===== src/rtl/a_equal_b_if.sv =====
// Operand/result bundle for the a_equal_b equality comparator.
// The master drives the operands and the capture enable; the slave (the
// comparator) returns the combinational result, the diagnostics and the
// registered status.
interface a_equal_b_if #(
  parameter int WIDTH = 6,
  parameter int CNT_W = 8
);
  localparam int IDX_W = $clog2(WIDTH);

  logic [WIDTH-1:0] A;
  logic [WIDTH-1:0] B;
  logic             en;
  logic [WIDTH-1:0] C;
  logic [WIDTH-1:0] diff;
  logic [IDX_W-1:0] diff_idx;
  logic             c_q;
  logic [WIDTH-1:0] diff_q;
  logic             valid_q;
  logic [CNT_W-1:0] eq_cnt;
  logic [CNT_W-1:0] cmp_cnt;

  modport master (
    output A, B, en,
    input  C, diff, diff_idx, c_q, diff_q, valid_q, eq_cnt, cmp_cnt
  );

  modport slave (
    input  A, B, en,
    output C, diff, diff_idx, c_q, diff_q, valid_q, eq_cnt, cmp_cnt
  );
endinterface


===== src/rtl/a_equal_b.sv =====
// ALU-side equality comparator.
// C is the zero-extended (A==B) flag for the ALU result bus; diff/diff_idx
// locate the mismatching bits. c_q/diff_q/valid_q capture the compare on
// en-qualified edges for downstream flag logic.
// Optional macro AEQB_STATS_EN adds saturating eq_cnt/cmp_cnt statistics;
// without it both counters are tied to zero and no counter flops exist.
module a_equal_b #(
  parameter int WIDTH = 6,
  parameter int CNT_W = 8
) (
  input  logic        clk,
  input  logic        rst,
  a_equal_b_if.slave  bus
);

  localparam int IDX_W = $clog2(WIDTH);

  logic             w_eq;
  logic [WIDTH-1:0] w_diff;
  logic             r_c_q;
  logic [WIDTH-1:0] r_diff_q;
  logic             r_valid_q;

  // Lowest set bit wins; an all-zero vector reports index 0.
  function automatic logic [IDX_W-1:0] lowest_set_idx(input logic [WIDTH-1:0] v);
    logic [IDX_W-1:0] idx;
    idx = '0;
    for (int i = WIDTH - 1; i >= 0; i--) begin
      if (v[i]) idx = IDX_W'(i);
    end
    return idx;
  endfunction

  // Plain == keeps X/Z on the operands visible on C instead of masking it.
  assign w_eq          = (bus.A == bus.B);
  assign w_diff        = bus.A ^ bus.B;
  assign bus.C         = {{(WIDTH-1){1'b0}}, w_eq};
  assign bus.diff      = w_diff;
  assign bus.diff_idx  = lowest_set_idx(w_diff);

  // Capture the compare result and mismatch mask on en; hold otherwise.
  always_ff @(posedge clk or posedge rst) begin
    if (rst) begin
      r_c_q     <= 1'b0;
      r_diff_q  <= '0;
      r_valid_q <= 1'b0;
    end else if (bus.en) begin
      r_c_q     <= w_eq;
      r_diff_q  <= w_diff;
      r_valid_q <= 1'b1;
    end
  end

  assign bus.c_q     = r_c_q;
  assign bus.diff_q  = r_diff_q;
  assign bus.valid_q = r_valid_q;

`ifdef AEQB_STATS_EN
  logic [CNT_W-1:0] r_eq_cnt;
  logic [CNT_W-1:0] r_cmp_cnt;

  // Counters stick at all-ones so long runs never wrap back to small values.
  function automatic logic [CNT_W-1:0] sat_inc(input logic [CNT_W-1:0] v);
    return (&v) ? v : v + 1'b1;
  endfunction

  // Count every capture, and separately the captures that compared equal.
  always_ff @(posedge clk or posedge rst) begin
    if (rst) begin
      r_eq_cnt  <= '0;
      r_cmp_cnt <= '0;
    end else if (bus.en) begin
      r_cmp_cnt <= sat_inc(r_cmp_cnt);
      if (w_eq) r_eq_cnt <= sat_inc(r_eq_cnt);
    end
  end

  assign bus.eq_cnt  = r_eq_cnt;
  assign bus.cmp_cnt = r_cmp_cnt;
`else
  assign bus.eq_cnt  = {CNT_W{1'b0}};
  assign bus.cmp_cnt = {CNT_W{1'b0}};
`endif

endmodule


===== src/flat_wrapper.sv =====
// flat-port wrapper written by rule: the top's interface ports become plain ports
module a_equal_b_flat 
#(
  parameter int WIDTH = 6,
  parameter int CNT_W = 8
)
  (clk, rst, bus_A, bus_B, bus_en, bus_C, bus_diff, bus_diff_idx, bus_c_q, bus_diff_q, bus_valid_q, bus_eq_cnt, bus_cmp_cnt);
  a_equal_b_if #(.WIDTH(WIDTH), .CNT_W(CNT_W)) bus_i ();
  input  logic clk;
  input  logic rst;
  input wire logic [$bits(bus_i.A)-1:0] bus_A;
  input wire logic [$bits(bus_i.B)-1:0] bus_B;
  input wire logic [$bits(bus_i.en)-1:0] bus_en;
  output wire logic [$bits(bus_i.C)-1:0] bus_C;
  output wire logic [$bits(bus_i.diff)-1:0] bus_diff;
  output wire logic [$bits(bus_i.diff_idx)-1:0] bus_diff_idx;
  output wire logic [$bits(bus_i.c_q)-1:0] bus_c_q;
  output wire logic [$bits(bus_i.diff_q)-1:0] bus_diff_q;
  output wire logic [$bits(bus_i.valid_q)-1:0] bus_valid_q;
  output wire logic [$bits(bus_i.eq_cnt)-1:0] bus_eq_cnt;
  output wire logic [$bits(bus_i.cmp_cnt)-1:0] bus_cmp_cnt;
  assign bus_i.A = bus_A;
  assign bus_i.B = bus_B;
  assign bus_i.en = bus_en;
  assign bus_C = bus_i.C;
  assign bus_diff = bus_i.diff;
  assign bus_diff_idx = bus_i.diff_idx;
  assign bus_c_q = bus_i.c_q;
  assign bus_diff_q = bus_i.diff_q;
  assign bus_valid_q = bus_i.valid_q;
  assign bus_eq_cnt = bus_i.eq_cnt;
  assign bus_cmp_cnt = bus_i.cmp_cnt;
  a_equal_b #(.WIDTH(WIDTH), .CNT_W(CNT_W)) u_core (.clk(clk), .rst(rst), .bus(bus_i));
endmodule

===== config.mk =====
export PLATFORM = sky130hd
export DESIGN_NAME = a_equal_b_flat
export DESIGN_NICKNAME = d
export VERILOG_FILES = /design/src/rtl/a_equal_b_if.sv /design/src/rtl/a_equal_b.sv /design/src/flat_wrapper.sv
export SDC_FILE = /design/constraint.sdc
export NUM_CORES = 1
export LEC_CHECK = 0
export CAP_MARGIN = 10
export CORE_MARGIN = 2
export CORE_UTILIZATION = 33
export CTS_CLUSTER_SIZE = 10
export DETAILED_ROUTE_END_ITERATION = 10
export MAX_ROUTING_LAYER = met4
export PLACE_DENSITY = 0.83
export SETUP_SLACK_MARGIN = 0.05
export SLEW_MARGIN = 30
export SYNTH_ARGS = -nofsm -noshare
export SYNTH_HDL_FRONTEND = slang
export SYNTH_SLANG_ARGS = --single-unit

===== constraint.sdc =====
create_clock -name clk -period 1.58 [get_ports clk]
set_input_delay 0.237 -clock clk [delete_from_list [all_inputs] [get_ports clk]]
set_output_delay 0.237 -clock clk [all_outputs]
set_load 0.05 [all_outputs]

==> flow_summary_export.csv, run 1 <==
group,metric,value,unit
critical_path,critPathKind,"primary input to output pin",
critical_path,arrival,1250,ps
synthesis,ys_top_cells_by_area,"dfrtp_1 (32%), buf_4 (26%), xnor2_2 (15%), a21oi_1 (5.5%), inv_1 (3.6%)",
cts,cts_buffer_depth,2,
synthesis,syn_avg_cell_area,9.292,um2
place,dp_hpwl,1350,um
timing,finalCriticalPeriod,1487,ps
floorplanning,rows,15,
layout,nFillCells,147,
detailed_routing,drtAntennaViolNets,0,
critical_path,critPathMaxFanout,3,
floorplanning,die_x,47.76,um
synthesis,synth_cell_types,18,
pwr,powerDensity,914.8,nW/um2
worst_hold_path,hp-class,"primary input to async pin",
cts,cts_tree,"built",
global_route,overflow,0,
synthesis,synth_top_area_share,31.68,%
synthesis,ys_seq_elements,8,
layout,num_antenna_cells,0,
run,cap_violations,0,
critical_path,cp_top_family,"simple AND/OR/NAND/NOR gates",
critical_path,slowest_delay,250,ps
synthesis,yosysMostFrequentCell,"buf_4",
detailed_routing,via_per_inst,3.986,
layout,area_growth,71.49,%
critical_path,path_cells,"clkdlybuf4s15_1, xnor2_2, nand4_4, nor3_4, buf_12",
synthesis,ys_seq_area_share,31.68,%
place,place_ws,-196.2,ps
global_route,grt_max_degree,15,
floorplanning,io_pins,54,
floorplanning,die_h,47.76,um
floorplanning,initial_core_util,35.82,%
timing,period_share,94.13,%
synthesis,synth_commonest_cells,"buf_4 (22), dfrtp_1 (8), a21oi_1 (7)",
detailed_routing,wl,1613,um
detailed_routing,vias,562,
layout,finalNetCount,133,
synthesis,syn-cell-area,631.9,um2
timing,drv_slew,0,
cts,clk_pin_slew,50,ps
synthesis,synthFlopType,"dfrtp_1",
timing,fin_setup_tns,0,ps
global_route,antenna_found_initial,0,
layout,layout-drive-gt1-share,52.59,%
pwr,leakagePower,0.5525,nW
timing,final-hold-violation-count,0,
timing,fin_skew,0,ps
synthesis,yosys_warnings,0,
floorplanning,die_area,2281,um2
detailed_routing,wl_per_cell,11.44,um
timing,setup_ws,92.77,ps
place,portBuffers,32,
synthesis,syn_inst,68,
timing,rsz0062_at_grt,"no",
critical_path,critPathSlowestCell,"nor3_4",
status,status,"complete, no violations",
global_route,first_global_vias,538,
detailed_routing,drc_errors,0,
critical_path,end_kind,"output pin",
cts,cts_root_buffer,"clkbuf_4",
synthesis,async_flop_share,100.0,%
synthesis,synth_edf_count,0,
synthesis,yosysTopAreaCell,"dfrtp_1",
critical_path,path_buf_inv,2,
pwr,peakVddDrop,0.0006584,V
detailed_routing,drt_iter0_drc,8,
global_route,track_usage,16.07,%
cts,insertion_delay,250,ps
timing,timing.fmax,672.4,MHz
timing,setup_viol,0,
critical_path,cp-start-kind,"primary input",
floorplanning,core-area,1764,um2
cts,h-tree-depth,1,
cts,cts_buffers,3,
detailed_routing,drt-pass1-iter-count,3,
critical_path,required,1340,ps
cts,hold_buffers,0,
place,gp_congestion,0.7529,
cts,cts_sinks,8,
global_route,grt_pass1_wl,2408,um
-- layout make-up --
class	instances	area, um2	area share, %
clock buffers	3	22.52	2.079
inverters	8	30.03	2.771
well taps	25	31.28	2.887
multi-input cells	49	344.1	31.76
repair buffers	48	455.4	42.03
flip-flops and latches	8	200.2	18.48
-- final timing paths --
path	end	slack, ps	start	cells past startpoint
setup / recovery	bus_C[0]	90	bus_A[2]	5
hold / removal	u_core.bus.diff_q[1]	210	rst	2
setup reg to reg	u_core.bus.valid_q	810	u_core.bus.valid_q	1
hold reg to reg	u_core.bus.valid_q	490	u_core.bus.valid_q	1
max in group asynchronous	u_core.bus.valid_q	1140	rst	2
min in group clk	u_core.bus.diff_q[0]	470	bus_A[0]	4
-- cell families (layout without fill, tap and decap cells) --
| logic type | count (synthesis) | in the layout | share of synthesized area [%] |
|---|---|---|---|
| DFF | 8 | 8 | 31.68 |
| AOI/OAI and AO/OA | 11 | 11 | 11.09 |
| and+or+nand+nor | 11 | 11 | 9.504 |
| buffers and inverters | 31 | 59 | 31.68 |
| other | 1 | 21 | 0.5935 |
| xor gates and xnor gates | 6 | 6 | 15.44 |
-- layout by cell type (no fill, tap or decap), drive strengths merged --
cell type      netlist  layout
or2                  1       1
nor2                 6       6
a211oi               1       1
o22ai                2       2
conb                 1      21
a21oi                8       8
xnor2                6       6
clkbuf               0       9
nand4                1       1
nor3                 1       1
buf                 23      34
dfrtp                8       8
nand3                1       1
inv                  8       8
clkdlybuf4s50        0       2
nand2                1       1
clkdlybuf4s15        0       2
dlygate4sd2          0       4
-- state kept, by name (all words and copies together), names as in the netlist --
name and cells:
u_core.bus.c_q 1, u_core.bus.diff_q 6, u_core.bus.valid_q 1
-- what timing repair did --
| item | 4_1_cts | 5_1_grt |
|---|---|---|
| gates resized for setup | 17 | 16 |
| setup buffers | 2 | 1 |
| gates cloned | 0 | 0 |
| pin swaps | 8 | 8 |
| setup endpoints to repair | 9 | 4 |
| endpoints found under the hold margin | 0 | 0 |
-- metrics by stage --
step / hold slack (ps) / std cells / utilization, % / instance area [um2] / power [mW]
4_1_cts: 211.7 / 140 / 61.49 / 1085 / 0.9896
3_3_place_gp: 452.2 / 135 / 59.36 / 1047 / 0.8123
2_1_floorplan: 52.66 / 88 / - / 725.7 / 0.6372
5_1_grt: 256.7 / 141 / 61.42 / 1084 / 1.037
3_5_place_dp: 472.0 / 135 / 59.36 / 1047 / 0.8223
6_report: 213.8 / 141 / 61.42 / 1084 / 0.9913
-- report_power, final --
part | internal, mW | switching [mW] | total, mW | leakage [nW]
registers | 0.224 | 0.0115 | 0.236 | 0.0895
clock network | 0.0869 | 0.0694 | 0.156 | 0.0138
logic | 0.206 | 0.393 | 0.599 | 0.449
total | 0.517 | 0.474 | 0.991 | 0.552
-- routing by layer --
metal | track usage, % | vias to the layer above | share of wire [%]
li1 | - | 269 | -
met1 | 17.13 | 260 | 35
met2 | 28.53 | 33 | 56
met3 | 4.528 | 0 | 8.6
met4 | 4.865 | 0 | 0
met5 | - | - | 0
Note: power is estimated with default switching activity, not from simulation.
==> inputs of run 2 (changes only) <==
CTS_CLUSTER_DIAMETER = 30   (was not set)
TNS_END_PERCENT = 10   (was not set)
==> flow_summary_export.csv, run 2 (synthesized netlist as in run 1, its figures left out) <==
group,metric,value,unit
floorplanning,initial_core_util,35.82,%
timing,finalCriticalPeriod,1533,ps
floorplanning,rows,15,
place,place_ws,-196.2,ps
layout,layout-drive-gt1-share,48.70,%
place,portBuffers,32,
status,status,"complete, no violations",
layout,mostFrequentLayoutCells,"buf_4 (25), conb_1 (21), dfrtp_1 (8), buf_12 (7)",
layout,layout_commonest_cell,"buf_4",
critical_path,critPathKind,"primary input to output pin",
global_route,first_global_vias,548,
layout,area_growth,72.87,%
cts,insertion_delay,250,ps
critical_path,required,1340,ps
critical_path,end_kind,"output pin",
cts,clk_pin_slew,50,ps
global_route,track_usage,16.07,%
pwr,total_power,0.9883,mW
pwr,leakagePower,0.5501,nW
floorplanning,core-area,1764,um2
detailed_routing,wl_per_cell,11.87,um
layout,finalNetCount,132,
detailed_routing,via_per_inst,4.107,
cts,cts_tree,"built",
floorplanning,die_area,2281,um2
critical_path,cp-start-kind,"primary input",
timing,drv_slew,0,
critical_path,arrival,1300,ps
timing,fin_setup_tns,0,ps
cts,cts_buffers,3,
place,gp_congestion,0.7529,
detailed_routing,drt-pass1-iter-count,4,
detailed_routing,drc_errors,0,
layout,largest_reg_flops,6,
timing,fin_skew,0,ps
detailed_routing,drtAntennaViolNets,0,
timing,rsz0062_at_grt,"yes",
layout,multi_input_comb_area,344.1,um2
timing,timing.fmax,652.2,MHz
detailed_routing,drt_iter0_drc,12,
timing,final-hold-violation-count,0,
floorplanning,die_x,47.76,um
floorplanning,io_pins,54,
timing,period_share,97.05,%
timing,setup_ws,46.62,ps
detailed_routing,wl,1662,um
layout,nFillCells,146,
layout,num_antenna_cells,0,
run,cap_violations,0,
cts,h-tree-depth,1,
cts,cts_sinks,8,
pwr,peakVddDrop,0.0006587,V
global_route,overflow,0,
pwr,powerDensity,904.8,nW/um2
floorplanning,die_h,47.76,um
layout,layout.area.seq,200.2,um2
cts,cts_root_buffer,"clkbuf_4",
timing,setup_viol,0,
global_route,grt_max_degree,15,
worst_hold_path,hp-class,"primary input to async pin",
detailed_routing,vias,575,
global_route,grt_pass1_wl,2408,um
cts,hold_buffers,0,
cts,cts_buffer_depth,2,
global_route,antenna_found_initial,0,
critical_path,critPathMaxFanout,4,
place,dp_hpwl,1350,um
## run 2: changes by cell type in the layout (fill, tap and decap cells not counted), sizes merged
cell and change:
clkbuf -5, clkdlybuf4s15 +3, dlygate4sd2 +1
## run 2: power by group
group / switching, mW / internal (mW) / leakage [nW]
Clock: 0.0690 / 0.0869 / 0.0138
Combinational: 0.393 / 0.203 / 0.447
Sequential: 0.0115 / 0.224 / 0.0895
## run 2: metrics by stage
stage	area (um2)	utilization, %	hold WS [ps]	cells
after floorplan	725.7	-	52.66	88
after global placement	1047	59.36	452.2	135
after detailed placement	1047	59.36	472.0	135
after CTS	1081	61.28	211.7	139
after global routing	1092	61.91	256.7	140
final	1092	61.91	214.9	140
## run 2: area by class of cell
| class | instances | share of cell area, % |
|---|---|---|
| flip-flops and latches | 8 | 18.33 |
| clock buffers | 3 | 2.062 |
| repair buffers | 47 | 42.50 |
| multi-input cells | 49 | 31.50 |
| inverters | 8 | 2.749 |
| well taps | 25 | 2.864 |
## run 2: worst paths after layout
kind,start,to,slack (ps),cells past startpoint
hold reg to reg,u_core.bus.valid_q,u_core.bus.valid_q,490,1
setup / recovery,bus_B[2],bus_diff_idx[0],50,6
setup reg to reg,u_core.bus.valid_q,u_core.bus.valid_q,820,1
min in group clk,u_core.bus.valid_q,u_core.bus.valid_q,490,1
max in group asynchronous,rst,u_core.bus.valid_q,1140,2
hold / removal,rst,u_core.bus.diff_q[1],210,2
## run 2: critical path: stages
cell and delay (ps):
dlygate4sd2_1 270, xnor2_2 210, buf_4 190, nand2_1 80
o22ai_2 120, buf_6 180
## run 2: routing by layer
| metal | track usage [%] | routed length (um) |
|---|---|---|
| met1 | 16.90 | 553 |
| met5 | - | 0 |
| met3 | 4.906 | 152 |
| met4 | 6.486 | 22 |
| met2 | 27.73 | 934 |
## run 2: timing repair
action,4_1_cts,5_1_grt
setup buffers,1,1
endpoints found under the setup margin,9,2
gates resized for setup,26,2
pin swaps,8,1
cloned,0,0
hold endpoints to repair,0,0
==> patch 1, RTL diff (config.mk and constraints of run 2) <==
Add a define of `AEQB_STATS_EN`.
--- a/src/rtl/a_equal_b.sv
+++ b/src/rtl/a_equal_b.sv
@@ -4,6 +4,8 @@
 // en-qualified edges for downstream flag logic.
 // Optional macro AEQB_STATS_EN adds saturating eq_cnt/cmp_cnt statistics;
 // without it both counters are tied to zero and no counter flops exist.
+`define AEQB_STATS_EN
+
 module a_equal_b #(
   parameter int WIDTH = 6,
   parameter int CNT_W = 8
Formal check against the unedited RTL: not equivalent (Yosys sat finds a counterexample within 4 cycles, from zero or initial values and one cycle with rst high).
==> patch 1 against run 2 <==
- sequential share of layout area is 8.1 points higher
- register-to-register slack lost 0.71 ns
- power grew to 2.8 times the old value
- non-clock buffer count up 40
- count of clock-buffer cells in the layout grew 1
- global-route usage decreased by 0.24 points
- design area up 110%
- routed wire length grew 100%
- setup slack better by 0.038 ns
- critical path depth rose by 1
- synthesized area is 110% higher
- sequential cell count grew 16
- critical path type unchanged
- sequential power rose to 3.7 times the old value
==> patch 1: results (changes against run 2) <==
status: "finished, final reports clean"
place_hpwl_mm: 2.47  # +83%
synthTopCellsByCount: "24 x dfrtp_1, 9 x a21oi_1, 9 x nor2_1"
coreArea_um2: 3740  # +110%
grt_first_pass_wirelength_mm: 5.26  # +120%
vias: 1182  # +110%
finalNetCount: 224  # +70%
ys_seq_area_share_pct: 45.5  # +14 points
worst_r2r_path_depth: 6  # +5
placed_area_um2: 2100  # +100%
grtUsageTotal_pct: 15.8  # -0.24 points
setup_slack_ns: 0.0845  # +0.0379 ns
dr.first_iter.drc_count: 27  # +15
avgViaCountPerCell: 4.65  # +13%
synthMuxAreaShare_pct: 4.27  # +4.3 points
portBuffers: 48  # +50%
power_leakage_nw: 1.09  # +97%
synth_adder_area_share_pct: 1.90  # +1.9 points
r2r-end: "u_core.bus.eq_cnt[6]"
synth_compound_area_share_pct: 7.31  # -3.8 points
place_ws_ns: -0.307  # -0.111 ns
path_clk_slew_ns: 0.09  # +0.04 ns
skew_ns: 0.00268  # +0.00268 ns
synthArstFlopShare_pct: 100  # unchanged
arrival_ns: 1.26  # -0.04 ns
grt_max_degree: 14  # -1
ys_types: 35  # +17
gp_congestion: 0.809  # +7.4%
dp.cells: 237  # +76%
drive_gt1_share_pct: 57.8  # +9.1 points
wl_mm: 3.32  # +100%
==> patch 1: worst min-delay path by stage <==
stage / start / to / slack, ns / cells past startpoint
after floorplan: rst / u_core.bus.c_q / 0.25 / 1
after global placement: u_core.bus.valid_q / u_core.bus.valid_q / 0.46 / 1
after detailed placement: u_core.bus.valid_q / u_core.bus.valid_q / 0.46 / 1
after CTS: rst / u_core.bus.eq_cnt[7] / 0.26 / 2
after global routing: rst / u_core.bus.eq_cnt[2] / 0.25 / 2
final: rst / u_core.bus.eq_cnt[7] / 0.24 / 2
==> patch 1: layout make-up <==
cell class | instances | area (µm²)
inverters | 8 | 33.8
clock buffers | 4 | 45.0
well taps | 48 | 60.1
flip-flops and latches | 24 | 609
fillers | 302 | 1440
multi-input cells | 83 | 749
repair buffers | 87 | 805
==> patch 1: what timing repair did <==
| item | in CTS | in global routing |
|---|---|---|
| hold buffers | 0 | 0 |
| endpoints found under the setup margin | 18 | 15 |
| pin swaps | 8 | 12 |
| gates resized for setup | 25 | 21 |
| setup buffers | 6 | 7 |
==> patch 1: logic make-up (layout without fill, tap and decap cells) <==
group	Yosys count	after routing
AND/OR/NAND/NOR	39	39
buffers and inverters	16	99
flip-flops	24	24
XOR/XNOR	16	16
AO/OA/AOI/OAI	16	16
adder cells (fa/ha/maj)	2	2
other	1	5
multiplexers	5	5
==> patch 1: report_power, final <==
part	switching [mW]	internal, mW	leakage [nW]
sequential	0.126	0.746	0.288
combinational	0.897	0.598	0.774
clock	0.191	0.180	0.0228
==> patch 1: layer usage <==
layer	global-route usage (%)	vias to the layer above	wire, µm
li1	-	573	-
met5	-	-	0
met1	20.9	563	1370
met2	26.0	42	1750
met3	1.67	4	152
met4	4.34	0	48
==> patch 2, RTL diff (settings of run 2) <==
Made on the original files. `CNT_W` is set to 8 in 3 places; all go to 10.
--- a/src/rtl/a_equal_b_if.sv
+++ b/src/rtl/a_equal_b_if.sv
@@ -4,7 +4,7 @@
 // registered status.
 interface a_equal_b_if #(
   parameter int WIDTH = 6,
-  parameter int CNT_W = 8
+  parameter int CNT_W = 10
 );
   localparam int IDX_W = $clog2(WIDTH);
 
--- a/src/rtl/a_equal_b.sv
+++ b/src/rtl/a_equal_b.sv
@@ -6,7 +6,7 @@
 // without it both counters are tied to zero and no counter flops exist.
 module a_equal_b #(
   parameter int WIDTH = 6,
-  parameter int CNT_W = 8
+  parameter int CNT_W = 10
 ) (
   input  logic        clk,
   input  logic        rst,
--- a/src/flat_wrapper.sv
+++ b/src/flat_wrapper.sv
@@ -2,7 +2,7 @@
 module a_equal_b_flat 
 #(
   parameter int WIDTH = 6,
-  parameter int CNT_W = 8
+  parameter int CNT_W = 10
 )
   (clk, rst, bus_A, bus_B, bus_en, bus_C, bus_diff, bus_diff_idx, bus_c_q, bus_diff_q, bus_valid_q, bus_eq_cnt, bus_cmp_cnt);
   a_equal_b_if #(.WIDTH(WIDTH), .CNT_W(CNT_W)) bus_i ();
Ports: changed (resized bus_cmp_cnt and bus_eq_cnt); port bits go from 54 to 58. The function was not compared with the original's and may differ.
==> patch 2 against run 2 <==
- routed wire length down 10%
- setup slack better by 0.056 ns
- maximum frequency up 3.8%
- sequential power about the same
- combinational power up 3%
- global-route usage down 0.86 points
- via count down 0.17%
- design area up 0.69%
- sequential cell count unchanged
- final cell count up 5.0%
- power up 1.6%
- critical path depth down 1
- synthesized area up 4.8%
- largest cell class unchanged
- highest routed layer unchanged
==> patch 2: results (changes against run 2) <==
synth_compound_area_share_pct: 10.6  # -0.50 points
wl_per_cell_um: 10.1  # -15%
switching_share_pct: 48.5  # +0.57 points
ys_seq_area_share_pct: 30.2  # -1.4 points
grt_first_pass_wirelength_mm: 2.68  # +11%
synth-xor-area-share_pct: 14.7  # -0.70 points
ys_types: 18  # unchanged
finalNetCount: 137  # +3.8%
grt_max_degree: 14  # -1
diodes: 0  # unchanged
gp_congestion: 0.721  # -4.2%
status: "finished, final reports clean"
synthTopCellsByCount: "26 x buf_4, 8 x dfrtp_1, 7 x a21oi_1"
synth_area_leaders: "dfrtp_1 30%, buf_4 29%, xnor2_2 15%"
drive_gt1_share_pct: 47.5  # -1.2 points
vias: 574  # -0.17%
dr.pass1.iters: 4  # unchanged
placed_area_um2: 1070  # +2.4%
place_hpwl_mm: 1.31  # -3.1%
first_global_vias: 606  # +11%
hold_class: "in -> async"
cts-root-buf: "clkbuf_4"
power_leakage_nw: 0.566  # +2.8%
peakVddDrop_v: 0.000563  # -15%
grtUsageTotal_pct: 15.2  # -0.86 points
dr.first_iter.drc_count: 2  # -10
worstPathMaxFanout: 3  # -1
largest_reg_flops: 6  # unchanged
arrival_ns: 1.24  # -0.06 ns
-- patch 2: through the flow --
step	power, mW	std cells	setup slack [ns]
after floorplan	0.666	96	0.0273
after global placement	0.841	142	-0.152
after detailed placement	0.850	142	-0.259
after CTS	1.01	147	0.0517
after global routing	1.05	147	0.0296
final	1.00	147	0.103
-- patch 2: path summary, 6_finish.rpt --
path | startpoint | end | slack, ns | depth (start not counted)
min | rst | u_core.bus.valid_q | 0.22 | 2
min in group clk | u_core.bus.valid_q | u_core.bus.valid_q | 0.47 | 1
min reg2reg | u_core.bus.valid_q | u_core.bus.valid_q | 0.47 | 1
max | bus_A[4] | bus_C[0] | 0.10 | 5
max reg2reg | u_core.bus.valid_q | u_core.bus.valid_q | 0.83 | 1
max in group asynchronous | rst | u_core.bus.diff_q[2] | 1.14 | 2
-- patch 2: power groups by stage --
stage / Combinational [mW] / Clock [mW] / Sequential [mW]
6_report: 0.614 / 0.154 / 0.236
5_1_grt: 0.641 / 0.172 / 0.239
4_1_cts: 0.616 / 0.160 / 0.237
3_5_place_dp: 0.611 / 0 / 0.240
3_3_place_gp: 0.602 / 0 / 0.238
2_1_floorplan: 0.359 / 0 / 0.306
-- patch 2: repair_timing --
item,in CTS,in global routing
gates resized for setup,24,3
hold endpoints to repair,0,0
endpoints found under the setup margin,7,3
pin swaps,8,3
buffers inserted,2,0
-- patch 2: kinds of logic (layout without fill, tap and decap cells) --
logic type,count (synthesis),after routing
buf+inv,35,59
compound gates,11,11
simple gates,11,11
flops,8,8
xor+xnor,6,6
other cells,1,25
-- patch 2: final cells by class --
| cell class | count | area [µm²] |
|---|---|---|
| clock buffer | 3 | 22.5 |
| sequential | 8 | 200 |
| fill | 164 | 822 |
| tap | 27 | 33.8 |
| multi-input combinational | 53 | 350 |
| inverter | 8 | 30.0 |
| timing repair buffer | 48 | 463 |
-- patch 2: metal layers --
layer	GRT usage [%]	wire length, µm
met1	13.9	440
met2	28.3	851
met3	5.83	180
met4	5.71	17
met5	-	0
